## src/rtl/mc_ctrl_pkg.sv

```systemverilog
// Shared encodings for the multi-cycle controller and its datapath: FSM states,
// instruction classes, opcode/funct constants and every datapath select code.
package mc_ctrl_pkg;

    typedef enum logic [2:0] {
        ST_IDLE   = 3'd0,
        ST_FETCH  = 3'd1,
        ST_DECODE = 3'd2,
        ST_EXEC   = 3'd3,
        ST_MEM    = 3'd4,
        ST_WB     = 3'd5
    } state_e;

    typedef enum logic [3:0] {
        CL_RCALC,
        CL_ICALC,
        CL_LOAD,
        CL_STORE,
        CL_BEQ,
        CL_J,
        CL_JAL,
        CL_JR,
        CL_NOP,
        CL_ILLEGAL
    } iclass_e;

    localparam logic [5:0] OP_RTYPE = 6'h00;
    localparam logic [5:0] OP_J     = 6'h02;
    localparam logic [5:0] OP_JAL   = 6'h03;
    localparam logic [5:0] OP_BEQ   = 6'h04;
    localparam logic [5:0] OP_ORI   = 6'h0D;
    localparam logic [5:0] OP_LUI   = 6'h0F;
    localparam logic [5:0] OP_LW    = 6'h23;
    localparam logic [5:0] OP_SW    = 6'h2B;

    localparam logic [5:0] FN_JR    = 6'h08;
    localparam logic [5:0] FN_ADDU  = 6'h21;
    localparam logic [5:0] FN_SUBU  = 6'h23;

    localparam logic [2:0] NPC_PLUS4 = 3'd0;
    localparam logic [2:0] NPC_BEQ   = 3'd1;
    localparam logic [2:0] NPC_J     = 3'd2;
    localparam logic [2:0] NPC_JR    = 3'd3;

    localparam logic [1:0] RA_RT = 2'd0;
    localparam logic [1:0] RA_RD = 2'd1;
    localparam logic [1:0] RA_31 = 2'd2;

    localparam logic [2:0] RD_ALU = 3'd0;
    localparam logic [2:0] RD_MEM = 3'd1;
    localparam logic [2:0] RD_PC  = 3'd2;

    localparam logic [3:0] ALU_ADD = 4'd0;
    localparam logic [3:0] ALU_SUB = 4'd1;
    localparam logic [3:0] ALU_OR  = 4'd2;
    localparam logic [3:0] ALU_LUI = 4'd3;

    localparam logic [2:0] B_RT   = 3'd0;
    localparam logic [2:0] B_ZEXT = 3'd1;
    localparam logic [2:0] B_SEXT = 3'd2;

endpackage

```

## src/rtl/mc_ctrl_if.sv

```systemverilog
// Controller <-> datapath/memory bundle: datapath status and memory handshakes in,
// selects and write strobes out.
interface mc_ctrl_if;

    logic [31:0] instr;
    logic        zero;
    logic        imem_ready;
    logic        dmem_ready;

    logic        imem_req;
    logic        dmem_req;
    logic        mem_write;
    logic        ir_write;
    logic        pc_write;
    logic [2:0]  next_pc_op;
    logic        reg_write;
    logic [1:0]  reg_addr_op;
    logic [2:0]  reg_data_op;
    logic [3:0]  alu_op;
    logic [2:0]  alu_b_op;
    logic        illegal;

    modport master (
        input  instr, zero, imem_ready, dmem_ready,
        output imem_req, dmem_req, mem_write, ir_write, pc_write, next_pc_op,
               reg_write, reg_addr_op, reg_data_op, alu_op, alu_b_op, illegal
    );

    modport slave (
        output instr, zero, imem_ready, dmem_ready,
        input  imem_req, dmem_req, mem_write, ir_write, pc_write, next_pc_op,
               reg_write, reg_addr_op, reg_data_op, alu_op, alu_b_op, illegal
    );

endinterface

```

## src/rtl/mc_ctrl_decode.sv

```systemverilog
// Combinational instruction classifier: IR word -> instruction class plus the
// ALU operation and B-operand select used in EXEC.
module mc_decode
    import mc_ctrl_pkg::*;
(
    input  logic [31:0] instr,
    output iclass_e     iclass,
    output logic [3:0]  alu_op,
    output logic [2:0]  alu_b_op
);

    logic [5:0] opcode;
    logic [5:0] funct;

    assign opcode = instr[31:26];
    assign funct  = instr[5:0];

    // NOTE: every output gets a default before the case so no path infers a latch.
    always_comb begin
        iclass   = CL_ILLEGAL;
        alu_op   = ALU_ADD;
        alu_b_op = B_RT;
        if (instr == 32'd0) begin
            iclass = CL_NOP;
        end else begin
            case (opcode)
                OP_RTYPE: begin
                    case (funct)
                        FN_ADDU: iclass = CL_RCALC;
                        FN_SUBU: begin
                            iclass = CL_RCALC;
                            alu_op = ALU_SUB;
                        end
                        FN_JR:   iclass = CL_JR;
                        default: iclass = CL_ILLEGAL;
                    endcase
                end
                OP_ORI: begin
                    iclass   = CL_ICALC;
                    alu_op   = ALU_OR;
                    alu_b_op = B_ZEXT;
                end
                OP_LUI: begin
                    iclass   = CL_ICALC;
                    alu_op   = ALU_LUI;
                    alu_b_op = B_ZEXT;
                end
                OP_LW: begin
                    iclass   = CL_LOAD;
                    alu_b_op = B_SEXT;
                end
                OP_SW: begin
                    iclass   = CL_STORE;
                    alu_b_op = B_SEXT;
                end
                OP_BEQ: begin
                    iclass = CL_BEQ;
                    alu_op = ALU_SUB;
                end
                OP_J:    iclass = CL_J;
                OP_JAL:  iclass = CL_JAL;
                default: iclass = CL_ILLEGAL;
            endcase
        end
    end

endmodule

```

## src/rtl/mc_ctrl.sv

```systemverilog
// Multi-cycle main controller: FETCH/DECODE/EXEC/MEM/WB sequencer driving every
// datapath select and strobe, plus a retired-instruction counter.
module mc_ctrl
    import mc_ctrl_pkg::*;
#(
    parameter int CNT_W = 32
) (
    input  logic             clk,
    input  logic             reset,
    mc_ctrl_if.master        bus,
    output logic [CNT_W-1:0] retired
);

    state_e           state_q, state_d;
    logic [CNT_W-1:0] retired_q, retired_d;

    iclass_e          iclass;
    logic [3:0]       dec_alu_op;
    logic [2:0]       dec_alu_b_op;

    logic             imem_req, dmem_req, mem_write, ir_write, pc_write;
    logic             reg_write, illegal;
    logic [2:0]       next_pc_op, reg_data_op, alu_b_op;
    logic [1:0]       reg_addr_op;
    logic [3:0]       alu_op;

    mc_decode u_decode (
        .instr    (bus.instr),
        .iclass   (iclass),
        .alu_op   (dec_alu_op),
        .alu_b_op (dec_alu_b_op)
    );

    always_comb begin
        state_d     = state_q;
        retired_d   = retired_q;
        imem_req    = 1'b0;
        dmem_req    = 1'b0;
        mem_write   = 1'b0;
        ir_write    = 1'b0;
        pc_write    = 1'b0;
        next_pc_op  = NPC_PLUS4;
        reg_write   = 1'b0;
        reg_addr_op = RA_RT;
        reg_data_op = RD_ALU;
        alu_op      = ALU_ADD;
        alu_b_op    = B_RT;
        illegal     = 1'b0;

        case (state_q)
            ST_IDLE: state_d = ST_FETCH;
            ST_FETCH: begin
                imem_req = 1'b1;
                if (bus.imem_ready) begin
                    ir_write   = 1'b1;
                    pc_write   = 1'b1;
                    next_pc_op = NPC_PLUS4;
                    state_d    = ST_DECODE;
                end
            end
            ST_DECODE: begin
                state_d = ST_FETCH;
                case (iclass)
                    CL_RCALC, CL_ICALC, CL_LOAD, CL_STORE, CL_BEQ: state_d = ST_EXEC;
                    CL_J: begin
                        pc_write   = 1'b1;
                        next_pc_op = NPC_J;
                    end
                    CL_JAL: begin
                        pc_write    = 1'b1;
                        next_pc_op  = NPC_J;
                        reg_write   = 1'b1;
                        reg_addr_op = RA_31;
                        reg_data_op = RD_PC;
                    end
                    CL_JR: begin
                        pc_write   = 1'b1;
                        next_pc_op = NPC_JR;
                    end
                    CL_ILLEGAL: illegal = 1'b1;
                    default: ;
                endcase
            end
            ST_EXEC: begin
                alu_op   = dec_alu_op;
                alu_b_op = dec_alu_b_op;
                case (iclass)
                    CL_LOAD, CL_STORE: state_d = ST_MEM;
                    CL_RCALC, CL_ICALC: state_d = ST_WB;
                    CL_BEQ: begin
                        pc_write   = bus.zero;
                        next_pc_op = NPC_BEQ;
                        state_d    = ST_FETCH;
                    end
                    default: state_d = ST_FETCH;
                endcase
            end
            ST_MEM: begin
                dmem_req  = 1'b1;
                mem_write = (iclass == CL_STORE);
                if (bus.dmem_ready) begin
                    state_d = (iclass == CL_LOAD) ? ST_WB : ST_FETCH;
                end
            end
            ST_WB: begin
                reg_write   = 1'b1;
                reg_addr_op = (iclass == CL_RCALC) ? RA_RD : RA_RT;
                reg_data_op = (iclass == CL_LOAD) ? RD_MEM : RD_ALU;
                state_d     = ST_FETCH;
            end
            default: state_d = ST_IDLE;
        endcase

        // Any return to FETCH from a working state completes an instruction.
        if (state_d == ST_FETCH && state_q != ST_FETCH && state_q != ST_IDLE) begin
            retired_d = retired_q + CNT_W'(1);
        end
    end

    // NOTE: sequential state uses non-blocking assignments so every flop samples pre-edge values.
    always_ff @(posedge clk or negedge reset) begin
        if (!reset) begin
            state_q   <= ST_IDLE;
            retired_q <= '0;
        end else begin
            state_q   <= state_d;
            retired_q <= retired_d;
        end
    end

    assign retired         = retired_q;
    assign bus.imem_req    = imem_req;
    assign bus.dmem_req    = dmem_req;
    assign bus.mem_write   = mem_write;
    assign bus.ir_write    = ir_write;
    assign bus.pc_write    = pc_write;
    assign bus.next_pc_op  = next_pc_op;
    assign bus.reg_write   = reg_write;
    assign bus.reg_addr_op = reg_addr_op;
    assign bus.reg_data_op = reg_data_op;
    assign bus.alu_op      = alu_op;
    assign bus.alu_b_op    = alu_b_op;
    assign bus.illegal     = illegal;

endmodule

```

## src/flat_wrapper.sv

```systemverilog
// flat-port wrapper written by rule: the top's interface ports become plain ports
module mc_ctrl_flat import mc_ctrl_pkg::*;
#(
    parameter int CNT_W = 32
)
  (clk, reset, retired, bus_instr, bus_zero, bus_imem_ready, bus_dmem_ready, bus_imem_req, bus_dmem_req, bus_mem_write, bus_ir_write, bus_pc_write, bus_next_pc_op, bus_reg_write, bus_reg_addr_op, bus_reg_data_op, bus_alu_op, bus_alu_b_op, bus_illegal);
  mc_ctrl_if bus_i ();
  input  logic clk;
  input  logic reset;
  output logic [CNT_W-1:0] retired;
  input wire logic [$bits(bus_i.instr)-1:0] bus_instr;
  input wire logic [$bits(bus_i.zero)-1:0] bus_zero;
  input wire logic [$bits(bus_i.imem_ready)-1:0] bus_imem_ready;
  input wire logic [$bits(bus_i.dmem_ready)-1:0] bus_dmem_ready;
  output wire logic [$bits(bus_i.imem_req)-1:0] bus_imem_req;
  output wire logic [$bits(bus_i.dmem_req)-1:0] bus_dmem_req;
  output wire logic [$bits(bus_i.mem_write)-1:0] bus_mem_write;
  output wire logic [$bits(bus_i.ir_write)-1:0] bus_ir_write;
  output wire logic [$bits(bus_i.pc_write)-1:0] bus_pc_write;
  output wire logic [$bits(bus_i.next_pc_op)-1:0] bus_next_pc_op;
  output wire logic [$bits(bus_i.reg_write)-1:0] bus_reg_write;
  output wire logic [$bits(bus_i.reg_addr_op)-1:0] bus_reg_addr_op;
  output wire logic [$bits(bus_i.reg_data_op)-1:0] bus_reg_data_op;
  output wire logic [$bits(bus_i.alu_op)-1:0] bus_alu_op;
  output wire logic [$bits(bus_i.alu_b_op)-1:0] bus_alu_b_op;
  output wire logic [$bits(bus_i.illegal)-1:0] bus_illegal;
  assign bus_i.instr = bus_instr;
  assign bus_i.zero = bus_zero;
  assign bus_i.imem_ready = bus_imem_ready;
  assign bus_i.dmem_ready = bus_dmem_ready;
  assign bus_imem_req = bus_i.imem_req;
  assign bus_dmem_req = bus_i.dmem_req;
  assign bus_mem_write = bus_i.mem_write;
  assign bus_ir_write = bus_i.ir_write;
  assign bus_pc_write = bus_i.pc_write;
  assign bus_next_pc_op = bus_i.next_pc_op;
  assign bus_reg_write = bus_i.reg_write;
  assign bus_reg_addr_op = bus_i.reg_addr_op;
  assign bus_reg_data_op = bus_i.reg_data_op;
  assign bus_alu_op = bus_i.alu_op;
  assign bus_alu_b_op = bus_i.alu_b_op;
  assign bus_illegal = bus_i.illegal;
  mc_ctrl #(.CNT_W(CNT_W)) u_core (.clk(clk), .reset(reset), .bus(bus_i), .retired(retired));
endmodule
```

## config.mk

```make
export PLATFORM = sky130hd
export DESIGN_NAME = mc_ctrl_flat
export DESIGN_NICKNAME = d
export VERILOG_FILES = /design/src/rtl/mc_ctrl_pkg.sv /design/src/rtl/mc_ctrl_if.sv /design/src/rtl/mc_ctrl_decode.sv /design/src/rtl/mc_ctrl.sv /design/src/flat_wrapper.sv
export SDC_FILE = /design/constraint.sdc
export NUM_CORES = 1
export LEC_CHECK = 0
export ABC_AREA = 0
export CELL_PAD_IN_SITES_DETAIL_PLACEMENT = 0
export CELL_PAD_IN_SITES_GLOBAL_PLACEMENT = 1
export CORE_MARGIN = 2
export CORE_UTILIZATION = 36
export DETAILED_ROUTE_END_ITERATION = 8
export GPL_TIMING_DRIVEN = 1
export PLACE_DENSITY = 0.95
export SYNTH_ARGS = -nofsm -noshare
export SYNTH_HDL_FRONTEND = slang
export SYNTH_SLANG_ARGS = --single-unit
```

## constraint.sdc

```tcl
create_clock -name clk -period 4 [get_ports clk]
set_input_delay 0.4 -clock clk [delete_from_list [all_inputs] [get_ports clk]]
set_output_delay 0.4 -clock clk [all_outputs]
set_load 0.01 [all_outputs]
```

Word level (Yosys, flattened, before mapping)
Cells that the tools add are included.

Register bits: 35. Bits of input ports: 37. Output and inout bits: 54. Word-level logic and storage cells: 81.

Add/sub/neg operators: 1. Eq/ne operators: 25. Multiplexer cells: 37. Reduce and logical (&&, ||, !) cells: 16.

Operators with widths (number): $add 32x1->32 const B (1); $logic_not 32->1 (1); $pmux 4 s7 (1); $eq 6x6->1 const B (4); $eq 6x4->1 const B (3); $pmux 3 s2 (3); $eq 4x3->1 const B (4); $pmux 3 s5 (1); $mux 1 (14); $mux 2 (7); $reduce_or 2->1 (7); $eq 6x2->1 const B (2); $pmux 2 s2 (3); $mux 3 (3); $eq 4x2->1 const B (2); $pmux 2 s4 (1); $pmux 4 s2 (1); $eq 3x1->1 const B (2); $eq 3x2->1 const B (2); $eq 3x3->1 const B (2); $eq 6x3->1 const B (1); $logic_not 6->1 (1); $reduce_or 5->1 (1); $eq 4x1->1 const B (1); other kinds (10) (11).

Longest topological paths before layout
Depth in word-level cells: 12. Gate-level depth with buffers: 8. Depth with buffers taken out: 7.

By module
From an unflattened synthesis, not the netlist that was laid out.

Cell total of the unflattened synthesis: 261. Area total of the unflattened synthesis: 2401.1 µm².

By module, submodules not included: mc_ctrl (instances 1, cells each 209, area each 2072.0 µm², seq. area each 875.8 µm²); mc_decode (instances 1, cells each 52, area each 329.1 µm², seq. area each 0.0 µm²).

Least setup slack after synthesis
Ideal clock, no wire load.

Path type: input -> output. From: in bus_instr[26]. To: out bus_pc_write. Arrival: 1.938 ns. Data required time: 3.600 ns. Slack: 1.662 ns. Stages: 7. Path buffers: 1. Path through: buf_2 > or3_4 > a211oi_1 > nand2_1 > o21ai_1 > a21oi_1 > a311o_1.

Word-level cells in the longest chain between the ends: 8. Elaborated cells between the ends (all ways): 20. Classes of those cells: eq/ne: 11; mux: 5; reduce/logical: 4.

Ends and longest elaborated chain: start: declaration (RTL line flat_wrapper.sv:11) `input wire logic [$bits(bus_i.instr)-1:0] bus_instr;`; $eq 6x4->1 (RTL line mc_ctrl_decode.sv:26) `case (opcode)`; $reduce_or 2->1 (no source line); $pmux 4 s7 (RTL line mc_ctrl_decode.sv:26); $mux 4 * (RTL line mc_ctrl_decode.sv:23) `if (instr == 32'd0) begin`; $eq 4x3->1 (RTL line mc_ctrl.sv:63) `case (iclass)`; $reduce_or 3->1 (no source line); $mux 1 (RTL line mc_ctrl.sv:63); $pmux 1 s3 * (RTL line mc_ctrl.sv:50) `case (state_q)`; end: declaration (RTL line flat_wrapper.sv:19) `output wire logic [$bits(bus_i.pc_write)-1:0] bus_pc_write;`.

Mark *: on every way between the ends. The rest lies on a longest branch, timed or not.

Worst setup path in the final report
From: in bus_instr[29]. To: out bus_pc_write.

The elaborated chain is that of the path after synthesis.

==> results.ini <==
[status]
run_status=completed

[power_and_ir_drop]
peakVddDrop_mv=0.128
p_leak_uw=0.00142
p_per_area_nw_per_um2=317
total_power_uw=1100

[floorplanning]
die_w_um=86.4
die_h_um=86.4
ioPinCount=91
fp-row-count=30
die-area_sq_um=7460
core_area_sq_um=6680
initial_core_util_pct=36.6

[worst_setup_path]
path_cells=clkdlybuf4s50_1, nor3_1, and2_1, nand4_1, o21ai_1, a21oi_1, a311o_1, clkdlybuf4s50_1
worst_setup_path_start_kind=primary input
cp_slowest_stage_delay_ps=560
cp-startpoint=bus_instr[29]
rr_startpoint=u_core.state_q[0]$_DFF_PN0_
cp_slowest_cell=clkdlybuf4s50_1
cp.required_ps=3600
endpoint_kind=output pin
crit_arrival_ps=2960
worst-r2r-setup-slack_ps=1440
cp_max_fo=8
reg2regPathDepth=7
crit_top_cell=clkdlybuf4s50_1
crit_type=in2out
reg2reg_to=u_core.retired[1]$_DFFE_PN0P_

[hold_path]
holdPathStages=1
worst_hold_startpoint=u_core.retired[31]$_DFFE_PN0P_
holdPathEnd=u_core.retired[31]$_DFFE_PN0P_
hp-class=reg2reg

[clock_tree]
tritoncts=done
clock_latency_ps=290
cts_resized=0
cts-buffers-inserted=5
cts_max_path_buffers=2
hold_buffers=0
post_cts_buffers=0
clk_pin_slew_worst_paths_ps=80
htreeDepth=2
root_buffer=clkbuf_8
clock-sinks=35

[grt]
overflow=0
grt_pass1_wl_mm=10.1
grt_pass1_vias=2164
antenna_found_initial=0
grt_max_degree=36
gr-usage-all-layers_pct=16.7

[yosys]
synthArstFlopShare_pct=100
syn_area_per_cell_sq_um=9.74
synth-main-ff-cell=dfrtp_1
synth_edf_count=0
synth_most_common_cell=dfrtp_1
synth_common_cells=dfrtp_1 (35), xor2_1 (31), nand3_1 (16)
netlist.area_leader.share_pct=35.8
synth-seq-cells=35
syn_area_sq_um=2440
synthTopCellsByArea=dfrtp_1 (36%), xor2_1 (11%), nor3_2 (4.1%)
netlist_instances=251
yosys.area.top_type=dfrtp_1
yosysWarningCount=0
synth.distinct_cells=55
seq_area_frac_synth_pct=35.8

[placed_design]
port_buffers=85
place_area_sq_um=3350
dp.final_hpwl_mm=4.62
place_inst=407
dpl_worst_slack_ps=625
place_congestion=0.836

[timing]
fin_crit_ps=3360
hold_viol_final=0
clock_skew_ps=9.89
setup_slack_ps=643
drv_slew=0
fmax_ghz=0.298
fin_crit_sh_pct=83.9
finalSetupTns_ps=0
setup_viol=0
rsz0062_at_grt=false
relSlewSlack_pct=53.5
tightest_slew_ps=698

[routing]
drt_iter0_markers=107
final_antenna_net_count=0
drc=0
vias=2230
firstDrtPassIters=4
totalWireLength_mm=6.14
vias_per_cell=5.37
drt-wirelength-per-cell_um=14.8

[layout]
fin_nets=372
syn_to_final_growth_pct=41.6
multi_input_area_sq_um=1450
drive_above_1_share_pct=13.7
n_antenna_cell=0
fillers=616
final_area_sq_um=3460
final-seq-area_sq_um=876
finalNonFillerCells=415

[job]
cap_violations=0

[metrics by stage]
stage / util (%) / hold slack (ps)
6_report: 51.8 / 488
3_5_place_dp: 50.1 / 466
2_1_floorplan: - / 104
4_1_cts: 51.8 / 480
3_3_place_gp: 50.1 / 457
5_1_grt: 51.8 / 494
[cells in the final DEF (no fill, tap or decap), types with 6 or more instances in the layout]
| cell type | count |
|---|---|
| clkdlybuf4s50_1 | 85 |
| nand2_1 | 15 |
| nor3_2 | 10 |
| dfrtp_1 | 35 |
| and3_1 | 7 |
| xor2_1 | 31 |
| and2_1 | 7 |
| nand3_1 | 16 |
| nor2_1 | 12 |
| nand4_1 | 9 |
| nor4_1 | 6 |
| nor4_2 | 7 |
| nor3_1 | 14 |
[area by class of cell]
cell class / instances / share of cell area, %
clock buffers: 5 / 1.99
clock inverters: 3 / 1.27
inverters: 3 / 0.325
multi-input cells: 198 / 42.0
flip-flops and latches: 35 / 25.3
well taps: 80 / 2.89
repair buffers: 91 / 26.3
[state kept, by name, summed over array words and instances (netlist names)]
signal / count
u_core.retired: 32
u_core.state_q: 3
[cell families (layout without fill, tap and decap cells)]
group           after synthesis  count (layout)  synth area share, %
flops                        35              35                 35.8
mux                           2               2                 1.02
simple gates                136             136                 36.7
xor+xnor                     31              31                 11.1
other cells                   1               5                0.153
fa+ha+maj                     1               1                0.512
compound gates               23              23                 8.65
buf+inv                      22             102                 5.99
[report_power, final]
part	switching (uW)	internal, uW	leakage [uW]
sequential	57.9	397	0.000464
clock	135	186	0.0000581
combinational	144	177	0.000900
[worst max-delay path by stage]
stage / depth (start not counted) / to
after floorplan: 7 / bus_pc_write
after global placement: 7 / bus_reg_addr_op[0]
after detailed placement: 7 / bus_reg_addr_op[0]
after CTS: 7 / bus_reg_addr_op[0]
after global routing: 8 / bus_pc_write
final: 8 / bus_pc_write
[critical path, delay by kind of cell]
kind,cells,cell delay (ps)
buffers and inverters,2,1040
AND/OR/NAND/NOR,3,800
AO/OA/AOI/OAI,3,720
[routing by layer]
metal | wire length [um] | up-vias | global-route usage (%)
li1 | - | 1078 | -
met1 | 2800 | 1058 | 22.0
met2 | 2890 | 87 | 27.8
met3 | 367 | 7 | 3.90
met4 | 74 | 0 | 4.26
met5 | 0 | - | 0
Note: power is estimated with default switching activity, not from simulation.
